===== src/rtl/adc_pkg.sv =====
// adc_pkg: shared widths, channel count, threshold defaults and level state type for the ADC filter
package adc_pkg;
    localparam int ADC_W  = 10;
    localparam int NUM_CH = 2;
    localparam logic [ADC_W-1:0] TH_HI_DEF = 10'd640;
    localparam logic [ADC_W-1:0] TH_LO_DEF = 10'd384;
    typedef enum logic [1:0] {WARMUP, LOW, HIGH} lvl_state_t;
endpackage


===== src/rtl/adc_ch_filter.sv =====
// adc_ch_filter: one channel's boxcar window, running sum, fill count and hysteresis detector
module adc_ch_filter
    import adc_pkg::*;
#(
    parameter int               AVG_LOG2 = 3,
    parameter logic [ADC_W-1:0] TH_HI    = TH_HI_DEF,
    parameter logic [ADC_W-1:0] TH_LO    = TH_LO_DEF
) (
    input  logic             clk,
    input  logic             rst,
    input  logic             clear,
    input  logic             take,
    input  logic             upd,
    input  logic [ADC_W-1:0] word,
    output logic [ADC_W-1:0] avg,
    output logic             level,
    output logic             rise,
    output logic             fall
);
    localparam int DEPTH = 1 << AVG_LOG2;
    localparam int SW    = ADC_W + AVG_LOG2;
    localparam logic [AVG_LOG2:0] FULL = (AVG_LOG2+1)'(DEPTH);

    logic [SW-1:0]       sum;
    logic [ADC_W-1:0]    win [DEPTH];
    logic [AVG_LOG2-1:0] ptr;
    logic [AVG_LOG2:0]   fill;
    lvl_state_t          state, nxt;
    logic [ADC_W-1:0]    avg_n;
    logic                rise_n, fall_n, flush;

    assign flush = !rst || clear;
    assign level = state == HIGH;

    // The oldest sample leaves the sum as the new one overwrites its slot
    always_ff @(posedge clk) begin
        if (flush) begin
            sum  <= '0;
            ptr  <= '0;
            fill <= '0;
            for (int i = 0; i < DEPTH; i++) win[i] <= '0;
        end else if (take) begin
            sum      <= sum + SW'(word) - SW'(win[ptr]);
            win[ptr] <= word;
            ptr      <= ptr + 1'b1;
            fill     <= (fill == FULL) ? fill : fill + 1'b1;
        end
    end

    always_comb begin
        avg_n  = ADC_W'(sum >> AVG_LOG2);
        nxt    = state;
        rise_n = 1'b0;
        fall_n = 1'b0;
        unique case (state)
            WARMUP: if (fill == FULL) nxt = (avg_n >= TH_HI) ? HIGH : LOW;
            LOW:    if (avg_n >= TH_HI) begin
                        nxt    = HIGH;
                        rise_n = 1'b1;
                    end
            HIGH:   if (avg_n <= TH_LO) begin
                        nxt    = LOW;
                        fall_n = 1'b1;
                    end
            default: nxt = WARMUP;
        endcase
    end

    always_ff @(posedge clk) begin
        if (flush) begin
            state <= WARMUP;
            avg   <= '0;
            rise  <= 1'b0;
            fall  <= 1'b0;
        end else if (upd) begin
            state <= nxt;
            avg   <= avg_n;
            rise  <= rise_n;
            fall  <= fall_n;
        end else begin
            rise  <= 1'b0;
            fall  <= 1'b0;
        end
    end
endmodule


===== src/rtl/adc_sample_filter.sv =====
// adc_sample_filter: two-channel moving-average and hysteresis filter for MCP3008 sample pairs
module adc_sample_filter
    import adc_pkg::*;
#(
    parameter int               AVG_LOG2 = 3,
    parameter logic [ADC_W-1:0] TH_HI    = TH_HI_DEF,
    parameter logic [ADC_W-1:0] TH_LO    = TH_LO_DEF
) (
    input  logic             clk,
    input  logic             rst,
    input  logic             clear,
    input  logic [ADC_W-1:0] ch0_word,
    input  logic [ADC_W-1:0] ch1_word,
    input  logic             valid,
    output logic [ADC_W-1:0] ch0_avg,
    output logic [ADC_W-1:0] ch1_avg,
    output logic             avg_valid,
    output logic             ch0_level,
    output logic             ch1_level,
    output logic             ch0_rise,
    output logic             ch0_fall,
    output logic             ch1_rise,
    output logic             ch1_fall
);
    logic pend;

    // pend marks a sample whose sum is updated and whose average lands next cycle
    always_ff @(posedge clk) begin
        if (!rst || clear) begin
            pend      <= 1'b0;
            avg_valid <= 1'b0;
        end else begin
            pend      <= valid;
            avg_valid <= pend;
        end
    end

    adc_ch_filter #(.AVG_LOG2(AVG_LOG2), .TH_HI(TH_HI), .TH_LO(TH_LO)) u_ch0 (
        .clk(clk), .rst(rst), .clear(clear), .take(valid), .upd(pend), .word(ch0_word),
        .avg(ch0_avg), .level(ch0_level), .rise(ch0_rise), .fall(ch0_fall)
    );

    adc_ch_filter #(.AVG_LOG2(AVG_LOG2), .TH_HI(TH_HI), .TH_LO(TH_LO)) u_ch1 (
        .clk(clk), .rst(rst), .clear(clear), .take(valid), .upd(pend), .word(ch1_word),
        .avg(ch1_avg), .level(ch1_level), .rise(ch1_rise), .fall(ch1_fall)
    );
endmodule


===== config.mk =====
export PLATFORM = sky130hd
export DESIGN_NAME = adc_sample_filter
export DESIGN_NICKNAME = d
export VERILOG_FILES = /design/src/rtl/adc_pkg.sv /design/src/rtl/adc_ch_filter.sv /design/src/rtl/adc_sample_filter.sv
export SDC_FILE = /design/constraint.sdc
export NUM_CORES = 1
export LEC_CHECK = 0
export CAP_MARGIN = 20
export CORE_AREA = 2 2 143 145
export DETAILED_ROUTE_END_ITERATION = 10
export DIE_AREA = 0 0 145 147
export GPL_ROUTABILITY_DRIVEN = 1
export MAX_ROUTING_LAYER = met4
export PLACE_DENSITY = 0.89
export SYNTH_ARGS = -nofsm -noshare
export SYNTH_HDL_FRONTEND = slang
export SYNTH_SLANG_ARGS = --single-unit

===== constraint.sdc =====
create_clock -name clk -period 4.7 [get_ports clk]
set_clock_uncertainty 0.15 [all_clocks]
set_input_delay 0.94 -clock clk [delete_from_list [all_inputs] [get_ports clk]]
set_output_delay 0.94 -clock clk [all_outputs]
set_load 0.01 [all_outputs]

==> flow_summary.ini, run 1 <==
[cts]
cts_hold_buf = 0
cts_tree = done
cts_made_buffers = 25
clkTransAtPathRegs_ps = 60
htreeDepth = 1
clk_latency_ps = 520
cts.repair.resized = 0
cts_buffer_depth = 3
cts_num_sinks = 236
clockRootBuffer = clkbuf_16
postCtsSetupBuffers = 0

[timing]
setup_viol = 0
tightest_slew_ps = 915
hold_viol = 0
rsz0062_at_grt = no
slew_headroom = 0.390
fin_setup_tns_ps = 0
holdWs_ps = 338
slew_viol_final = 0
fmax_mhz = 228
finalCriticalPeriod_ps = 4380
post-route-period-util = 0.932

[global_route]
grt_usage = 0.260
grt_pass1_vias = 7984
overflow = 0
grt_antenna_before_repair = 1
grt_max_degree = 44
grt_first_pass_wirelength_um = 42800

[final_layout]
area_growth_pct = 14.1
drive_above_1_share = 0.127
seqCellArea_um2 = 6330
nFillCells = 1291
layout.nets = 1117
multi_input_area_um2 = 4870

[synthesis]
yosys.area.top_type = edfxtp_1
syn_inst = 989
synth.avg_cell_area_um2 = 12.0
synthTopCellsByCount = edfxtp_1 (160), inv_1 (88), dfxtp_1 (76)
synth_edf_count = 160
synthFlopType = edfxtp_1
ys_warn_count = 0
yosys.cell_types.count = 50
synth_seq_cells = 236
synthArstFlopShare = 0
synth_area_leaders = edfxtp_1 (41%), dfxtp_1 (13%), mux4_2 (7.6%)
syn_nets = 1072
post-synth-top-count-cell = edfxtp_1
yosysSeqAreaShare = 0.535
syn_area_um2 = 11800
synth_top_area_share = 0.406

[power_and_ir_drop]
vdd_ir_drop_max_uv = 292
power_density_nw_per_um2 = 396
p_leak_uw = 0.00510

[die]
coreArea_um2 = 19800
start_util = 0.596
io_pins = 51
die_area_um2 = 21300
die_x_um = 145
dieHeight_um = 147
row_count = 52

[setup_path]
slowest_delay_ps = 630
startpoint_type = flip-flop
cp.arrival_ps = 4650
path_max_fanout = 8
crit_chain = buf_4 -> mux4_2 -> mux2_2 -> fa_1 -> inv_1 -> ha_1 -> nor2b_1 -> nor3_1 -> o21ai_0 -> a21o_1 -> a21oi_1 -> or4b_2 -> o311ai_0
cp_num_cells = 13
slowest_stage = dfxtp_1
cp_data_required_time_ps = 4960
crit_type = reg -> reg
r2r_cells = 13
critical-path-top-delay-family = simple AND/OR/NAND/NOR gates
reg2reg_slack_ps = 320
reg2reg_to = u_ch1.sum[8]
crit_buf_inv = 2
worstSetupEndpointType = flip-flop

[routing]
drt_iter0_drc = 764
wl_um = 26700
drc_errors = 0
first_pass_iters = 5
detail-route-antenna-nets = 0
wire_per_inst_um = 20.2
viasPerCell = 6.08
via_count = 8053

[outcome]
outcome = finished, final reports clean

[flow_run]
drv_cap = 0

[placed_design]
io_buffers = 50
dpl.hpwl_um = 17400
gp_congestion = 0.863

[worst_hold_path]
worstHoldPathType = reg -> reg
hold_start = u_ch0.avg[4]
hold_end = u_ch0.avg[4]
whs_path_depth = 2
## worst min-delay path, stage by stage (launching register included)
cell and delay (ps):
dfxtp_1 320, mux2i_1 60, nor2_1 70
## layer usage
metal	wire length, µm	global-route usage	vias up
met5	0	-	-
met4	625	0.0678	0
met3	2000	0.0379	59
met2	13000	0.419	383
met1	11000	0.352	3937
li1	-	-	3674
## stage by stage
stage	instance area, µm²	power, µW	cells	utilization	setup slack, ps
6_report	13500	5340	1324	0.680	319
5_1_grt	13500	5550	1324	0.680	24.9
4_1_cts	13500	5350	1323	0.680	288
3_5_place_dp	12700	3350	1277	0.638	320
3_3_place_gp	12700	3300	1277	0.638	413
2_1_floorplan	11800	3110	989	-	445
## cells by family (layout without fill, tap and decap cells)
kind of cell    Yosys count  in the layout  synth area share
compound gates           93             93            0.0478
xor+xnor                 28             28            0.0207
fa+ha+maj                59             59            0.0751
buf+inv                 164            228            0.0537
flops                   236            236             0.535
mux                      96             96             0.126
other cells               0              1                 0
simple gates            313            313             0.142
## state kept, by name, summed over array words and instances (netlist names), 4 cells and up, named ones only
signal      cells
u_ch1.sum      13
u_ch0.win      80
u_ch1.fill      4
u_ch0.sum      13
u_ch0.fill      4
u_ch1.avg      10
u_ch0.avg      10
u_ch1.win      80
## power breakdown
| group | total, µW | switching (µW) | internal (µW) |
|---|---|---|---|
| Sequential | 2380 | 72.5 | 2310 |
| Combinational | 951 | 538 | 413 |
| Clock | 2010 | 791 | 1210 |
| Total | 5340 | 1400 | 3940 |
## cells in the final DEF (no fill, tap or decap), types with 31 or more instances in the layout
master	count
ha_1	39
nor2_1	64
dfxtp_1	76
nor4_1	63
nor3_1	42
buf_4	33
inv_1	88
edfxtp_1	160
mux2i_1	36
mux4_2	40
clkdlybuf4s50_1	49
and2_1	61
a21oi_1	31
## final cells by class
cell class                      count  area share
Multi-Input combinational cell    589       0.361
Timing Repair Buffer               84      0.0565
Inverter                           98      0.0273
Clock buffer                       34      0.0496
Clock inverter                     12      0.0118
Tap cell                          270      0.0250
Sequential cell                   236       0.469
Antenna cell                        1    0.000185
## worst max-delay path by stage
stage,endpoint,startpoint
floorplan,u_ch1.sum[8],flip-flop
global placement,u_ch1.sum[8],ch1_word[1]
detailed placement,u_ch1.sum[8],flip-flop
CTS,u_ch1.sum[8],flip-flop
global route,u_ch1.sum[8],flip-flop
finish,u_ch1.sum[8],flip-flop
No activity file was read; power rests on OpenSTA's default activity.
==> inputs of run 2 (changes only) <==
- CTS_CLUSTER_DIAMETER: not set -> 50
==> flow_summary.ini, run 2 (synthesized netlist as in run 1, its figures left out) <==
[outcome]
outcome = finished, final reports clean

[timing]
tightest_slew_ps = 928
fin_ws_ps = 295
slew_viol_final = 0
hold_viol = 0
setup_viol = 0
post-route-period-util = 0.937
slew_headroom = 0.381
finalCriticalPeriod_ps = 4410
fin_setup_tns_ps = 0
rsz0062_at_grt = no
holdWs_ps = 337
fmax_mhz = 227

[die]
dieHeight_um = 147
die_x_um = 145
io_pins = 51
coreArea_um2 = 19800
die_area_um2 = 21300
start_util = 0.596
row_count = 52

[final_layout]
area_growth_pct = 14.4
drive_above_1_share = 0.131
fin_area_um2 = 13500
final_cell_mix = edfxtp_1 (160), inv_1 (88), dfxtp_1 (76), nor2_1 (64), nor4_1 (63)
nFillCells = 1293
largestRegisters = u_ch0.win (80), u_ch1.win (80)
n_antenna_cell = 0
layout.nets = 1118
layout_commonest_cell = edfxtp_1

[placed_design]
post-place-ws_ps = 320
dpl.hpwl_um = 17400
place_area_um2 = 12700
gp_congestion = 0.863
io_buffers = 50

[routing]
wire_per_inst_um = 20.3
drc_errors = 0
first_pass_iters = 6
wl_um = 26900
wl_met1_um = 10900
wl_met2_um = 13100
via_count = 8130
viasPerCell = 6.14
top_layer = met4
wl_met3_um = 2260
detail-route-antenna-nets = 0
drt_iter0_drc = 906

[cts]
cts_buffer_depth = 3
cts.repair.resized = 0
postCtsSetupBuffers = 0
htreeDepth = 1
clockRootBuffer = clkbuf_16
cts_hold_buf = 0
cts_num_sinks = 236
cts_tree = done
cts_made_buffers = 26
clkTransAtPathRegs_ps = 60
clk_latency_ps = 520

[global_route]
grt_first_pass_wirelength_um = 43000
grt_max_degree = 44
grt_antenna_before_repair = 0
overflow = 0
grt_usage = 0.259
grt_pass1_vias = 8102

[setup_path]
path_max_fanout = 8
cp.arrival_ps = 4660
worstSetupEndpointType = flip-flop
slowest_delay_ps = 640
cp_data_required_time_ps = 4960
crit_type = reg -> reg
startpoint_type = flip-flop
slowest_stage = dfxtp_1
crit_chain = buf_4 -> mux4_2 -> mux2_2 -> fa_1 -> inv_1 -> ha_1 -> nor2b_1 -> nor3_1 -> o21ai_0 -> a21o_1 -> a21oi_1 -> or4b_2 -> o311ai_0

[power_and_ir_drop]
p_leak_uw = 0.00512
power.total_uw = 5370
vdd_ir_drop_max_uv = 281
power_density_nw_per_um2 = 397

[worst_hold_path]
worstHoldPathType = reg -> reg

[flow_run]
drv_cap = 0
## run 2: cell count changes in the layout (fill, tap and decap cells not counted)
cell        previous run  this run
bufinv_16              4         3
clkbuf_1               8         7
clkbuf_16             25        27
clkinv_1              14        13
clkinv_2               1         4
clkinvlp_2             2         1
clkinvlp_4             0         1
diode_2                1         0
## run 2: worst max-delay path, delay by kind of cell, from the launching register on
family | cells | cell delay, ps
adders and majority gates | 2 | 840
buffers and inverters | 2 | 360
AOI/OAI and AO/OA | 4 | 610
muxes | 2 | 820
and+or+nand+nor | 3 | 870
DFF | 1 | 640
## run 2: path summary, 6_finish.rpt
check,start,to,slack [ps],depth (start not counted)
max reg2reg,flip-flop,u_ch1.sum[8],290,13
max,flip-flop,u_ch1.sum[8],290,13
min,u_ch0.avg[4],u_ch0.avg[4],340,2
min reg2reg,u_ch0.avg[4],u_ch0.avg[4],340,2
## run 2: per-stage QoR
stage | utilization | cells
after floorplan | - | 989
after CTS | 0.682 | 1325
after global placement | 0.638 | 1277
after detailed placement | 0.638 | 1277
final | 0.682 | 1325
after global routing | 0.682 | 1325
## run 2: layout make-up
type                            count  area [µm²]  area share
Timing Repair Buffer               84         763      0.0564
Multi-Input combinational cell    589        4870       0.360
Sequential cell                   236        6330       0.468
Clock inverter                     13         143      0.0105
Clock buffer                       35         716      0.0529
Tap cell                          270         338      0.0250
Inverter                           98         368      0.0272
## run 2: per-layer routing
metal / track usage / up-vias
li1: - / 3661
met1: 0.347 / 3965
met5: - / -
met2: 0.422 / 444
met4: 0.0629 / 0
met3: 0.0410 / 60
## run 2: power by group
| part | switching [µW] | internal (µW) |
|---|---|---|
| clock network | 796 | 1230 |
| registers | 71.1 | 2310 |
| logic | 544 | 414 |
| total | 1410 | 3950 |
==> inputs of run 3 (changes only) <==
- ABC_AREA: not set -> 1
- CORE_AREA: 2 2 143 145 -> 2 2 145 147
- DIE_AREA: 0 0 145 147 -> 0 0 147 149
==> flow_summary.ini, run 3 <==
[outcome]
outcome = finished, final reports clean

[global_route]
use_met2 = 0.463
grt_antenna_before_repair = 0
top_usage_layer = met2
overflow = 0
grt_use_met3 = 0.0364
grt_max_degree = 56
grt_pass1_vias = 9512
met1_usage = 0.333
grt_usage = 0.270
grt_first_pass_wirelength_um = 46100

[die]
die_x_um = 147
row_count = 53
io_pins = 51
dieHeight_um = 149
coreArea_um2 = 20600
die_area_um2 = 21900
start_util = 0.591

[timing]
finalCriticalPeriod_ps = 3640
slew_viol_final = 0
fmax_mhz = 275
tightest_slew_ps = 939
rsz0062_at_grt = no
hold_viol = 0
slew_headroom = 0.373
fin_ws_ps = 1060
fin_setup_tns_ps = 0
post-route-period-util = 0.775
setup_viol = 0

[synthesis]
synthFlopType = edfxtp_1
synth.avg_cell_area_um2 = 8.59
ys_warn_count = 0
yosys.area.top_type = edfxtp_1
syn_area_um2 = 12200
synth_seq_cells = 236
synthArstFlopShare = 0
yosys.cell_types.count = 32
synth_area_leaders = edfxtp_1 (40%), dfxtp_1 (13%), nor2_1 (10%)
syn_nets = 1497
synthTopCellsByCount = nor2_1 (335), nand2_1 (229), inv_1 (172)
yosysSeqAreaShare = 0.521
synth_top_area_share = 0.395
syn_inst = 1414
synth_edf_count = 160
post-synth-top-count-cell = nor2_1

[final_layout]
final_cell_mix = nor2_1 (335), nand2_1 (229), inv_1 (172), edfxtp_1 (160), o21ai_0 (92)
drive_above_1_share = 0.0538
fin_area_um2 = 13600
area_growth_pct = 12.3
n_antenna_cell = 0
layout.nets = 1531
layout_commonest_cell = nor2_1
largestRegisters = u_ch0.win (80), u_ch1.win (80)
fin_util = 0.664

[routing]
drt_iter0_drc = 973
drc_errors = 0
first_pass_iters = 5
via_count = 9881
wl_um = 28800
wire_per_inst_um = 16.5
viasPerCell = 5.67
detail-route-antenna-nets = 0

[power_and_ir_drop]
power.total_uw = 5310
power_frac_seq = 0.441
pwr-share-comb = 0.183
p_leak_uw = 0.00615
power.switching_uw = 1530
power_density_nw_per_um2 = 390
clock_power_share = 0.376
intPower_uw = 3790
vdd_ir_drop_max_uv = 305
p_sw_frac = 0.288

[cts]
cts_tree = done
htreeDepth = 1
postCtsSetupBuffers = 0
cts_hold_buf = 0
cts_num_sinks = 236
cts_made_buffers = 27
cts.repair.resized = 0
clockRootBuffer = clkbuf_16
clkTransAtPathRegs_ps = 60
clk_latency_ps = 540
cts_buffer_depth = 3

[placed_design]
place_area_um2 = 12800
io_buffers = 50
post-place-ws_ps = 879
dpl.hpwl_um = 19100
gp_congestion = 0.964

[setup_path]
worstSetupEndpointType = flip-flop
cp.arrival_ps = 3920
startpoint_type = flip-flop
path_max_fanout = 28
cp_data_required_time_ps = 4980
crit_type = reg -> reg

[flow_run]
drv_cap = 0

[worst_hold_path]
worstHoldPathType = reg -> reg
## run 3: cell count changes after synthesis, sizes merged, moves of 49 or more
cell,delta
nor2,+277
o21ai,+68
nand2,+209
and2,-59
inv,+87
nor4,-64
a21oi,+49
## run 3: cells by family after synthesis
family / Yosys count / synth area share
simple gates: 641 / 0.212
compound gates: 215 / 0.101
xor+xnor: 7 / 0.00505
fa+ha+maj: 59 / 0.0731
flops: 236 / 0.521
buf+inv: 256 / 0.0875
## run 3: per-layer routing
layer  routed length [µm]  vias up  share of wire
li1                     -     4678              -
met1                11300     4635           0.39
met2                14200      498           0.49
met3                 2420       70          0.084
met4                  836        0          0.029
met5                    0        -              0
## run 3: layout make-up
class                           instances  area, µm²
Fill cell                            1573       6920
Sequential cell                       236       6330
Multi-Input combinational cell        922       4770
Clock buffer                           39        772
Inverter                              195        732
Timing Repair Buffer                   66        621
Tap cell                              275        344
Clock inverter                         11       80.1
## run 3: path summary, 6_finish.rpt
kind	start	endpoint	slack [ps]	depth (start not counted)
max reg2reg	flip-flop	u_ch1.sum[8]	1060	15
min reg2reg	u_ch0.sum[0]	u_ch0.sum[0]	310	2
max	flip-flop	u_ch1.sum[8]	1060	15
min	u_ch0.sum[0]	u_ch0.sum[0]	310	2
## run 3: stage by stage
stage | cells | hold WS (ps)
2_1_floorplan | 1414 | 287
3_3_place_gp | 1694 | 297
3_5_place_dp | 1694 | 309
4_1_cts | 1744 | 317
5_1_grt | 1744 | 343
6_report | 1744 | 312
## run 3: power groups by stage
| stage | combinational (µW) | sequential (µW) | clock (µW) |
|---|---|---|---|
| floorplan | 703 | 2370 | 0 |
| global placement | 908 | 2380 | 0 |
| detailed placement | 936 | 2390 | 0 |
| CTS | 954 | 2340 | 2000 |
| global route | 1090 | 2350 | 2080 |
| finish | 972 | 2340 | 2000 |
## run 3: worst max-delay path, cell delays in order, from the launching register on
cell	delay, ps
dfxtp_1	620
buf_4	390
nor2_1	90
o32ai_1	340
nand2_1	80
nand2_1	130
fa_1	470
fa_1	480
inv_1	130
nand3_1	80
nand3_1	140
a21oi_1	100
nand2_1	70
nand2_1	50
o21ai_0	150
inv_1	50
==> patch: new RTL, config.mk and constraints of run 1 <==
Register the output `ch1_rise`, without a reset; this adds one clock of latency there. The other outputs are not delayed to match.
--- a/src/rtl/adc_sample_filter.sv
+++ b/src/rtl/adc_sample_filter.sv
@@ -23,4 +23,6 @@
     output logic             ch1_fall
 );
+
+    logic ch1_rise_d;
     logic pend;
 
@@ -43,6 +45,10 @@
     adc_ch_filter #(.AVG_LOG2(AVG_LOG2), .TH_HI(TH_HI), .TH_LO(TH_LO)) u_ch1 (
         .clk(clk), .rst(rst), .clear(clear), .take(valid), .upd(pend), .word(ch1_word),
-        .avg(ch1_avg), .level(ch1_level), .rise(ch1_rise), .fall(ch1_fall)
+        .avg(ch1_avg), .level(ch1_level), .rise(ch1_rise_d), .fall(ch1_fall)
     );
+    always_ff @(posedge clk) begin
+        ch1_rise <= ch1_rise_d;
+    end
+
 endmodule
 
Function: same outputs for any inputs over 4 cycles, from zero or initial values; that may be too few to reach the edited logic, so the function may still have changed.
==> patch against run 1 <==
- die area stayed put
- highest routed layer unchanged
- routed wire length is 4.8% higher
- via count is 3.7% higher
- critical endpoint unchanged
- hold slack worse by 0.16 ns
- synthesized area is 0.17% higher
- worst setup slack worse by 0.0033 ns
- final area is 0.56% higher
- combinational power is 2% higher
- largest cell class unchanged
- sequential cell count is 1 higher
- largest power group unchanged
- power is 2.2% higher
==> patch: results <==
metrics = {
    "logic_synthesis": {
        "yosysSeqAreaShare_pct": 53.6,
        "synth_area_leaders": "edfxtp_1, dfxtp_1, mux4_2",
        "synth_common_cells": "edfxtp_1, inv_1, dfxtp_1, nor2_1, nor4_1",
    },
    "cells_and_area": {
        "clk_share_pct": 6.40,
        "clock_buffers": 29,
        "buf_share_pct": 5.75,
        "n_antenna_cell": 0,
        "fillers": 1248,
        "n_all_inverters": 98,
        "nFlopsAndLatches": 237,
        "seq_share_pct": 46.8,
        "multi_input_area_share_pct": 35.9,
        "nets": 1122,
        "signal_buffers": 88,
        "layout-drive-gt1-share_pct": 13.7,
    },
    "placed_design": {
        "place_ws_ns": 0.357,
        "place_congestion": 0.844,
        "dp.final_hpwl_um": 17900,
    },
    "sta": {
        "slew_headroom_pct": 31.4,
        "period_share_pct": 93.3,
    },
    "power": {
        "p_clk_share_pct": 38.4,
        "switchingPower_w": 0.00145,
        "p_leak_nw": 5.15,
        "peakVddDrop_mv": 0.250,
    },
    "route": {
        "post_drt_wl_per_cell_um": 21.1,
        "vias": 8352,
        "postRouteAntennaNets": 0,
        "drt_iter0_drc": 1214,
    },
    "clock_network": {
        "postCtsSetupBuffers": 0,
        "cts_buffers": 25,
        "cts-root-buf": "clkbuf_16",
        "htreeDepth": 1,
    },
    "global_routing": {
        "antenna_found_initial": 0,
        "track_usage_pct": 27.0,
        "grt_pass1_vias": 8304,
        "grt_pass1_wl_um": 44400,
    },
    "setup_path": {
        "rr_endpoint": "u_ch1.sum[8]$_SDFFE_PP0P_",
        "cp_top_family": "simple AND/OR/NAND/NOR gates",
    },
    "outcome": {
        "status": "complete, no violations",
    },
}
## patch: cell count changes after synthesis, sizes merged
cell,before,now
dfxtp,76,77
## patch: metal layers
| metal | vias up | routed length, µm | GRT usage [%] |
|---|---|---|---|
| met2 | 585 | 13700 | 44.2 |
| li1 | 3671 | - | - |
| met4 | 0 | 731 | 8.71 |
| met1 | 4017 | 10700 | 35.3 |
| met3 | 79 | 2760 | 3.94 |
| met5 | - | 0 | - |
## patch: through the flow
stage               instance area [µm²]  hold slack, ns  total power (W)  instances
global route                      13600           0.183          0.00564       1328
detailed placement                12700           0.168          0.00336       1282
global placement                  12700           0.160          0.00331       1282
CTS                               13600           0.177          0.00544       1328
floorplan                         11800           0.160          0.00311        990
finish                            13600           0.177          0.00545       1328
## patch: worst min path at each step
stage | from | endpoint | slack [ns] | cells past startpoint
after global routing | u_ch1.rise$_SDFF_PP0_ | ch1_rise$_DFF_P_ | 0.18 | 0
after detailed placement | u_ch1.rise$_SDFF_PP0_ | ch1_rise$_DFF_P_ | 0.17 | 0
after floorplan | u_ch1.rise$_SDFF_PP0_ | ch1_rise$_DFF_P_ | 0.16 | 0
after global placement | u_ch1.rise$_SDFF_PP0_ | ch1_rise$_DFF_P_ | 0.16 | 0
final | u_ch1.rise$_SDFF_PP0_ | ch1_rise$_DFF_P_ | 0.18 | 0
after CTS | u_ch1.rise$_SDFF_PP0_ | ch1_rise$_DFF_P_ | 0.18 | 0
## patch: logic make-up after synthesis
logic type	share of synthesized area, %
AND/OR/NAND/NOR	14.2
flip-flops	53.6
adder cells (fa/ha/maj)	7.50
AO/OA/AOI/OAI	4.77
XOR/XNOR	2.07
buffers and inverters	5.37
multiplexers	12.5
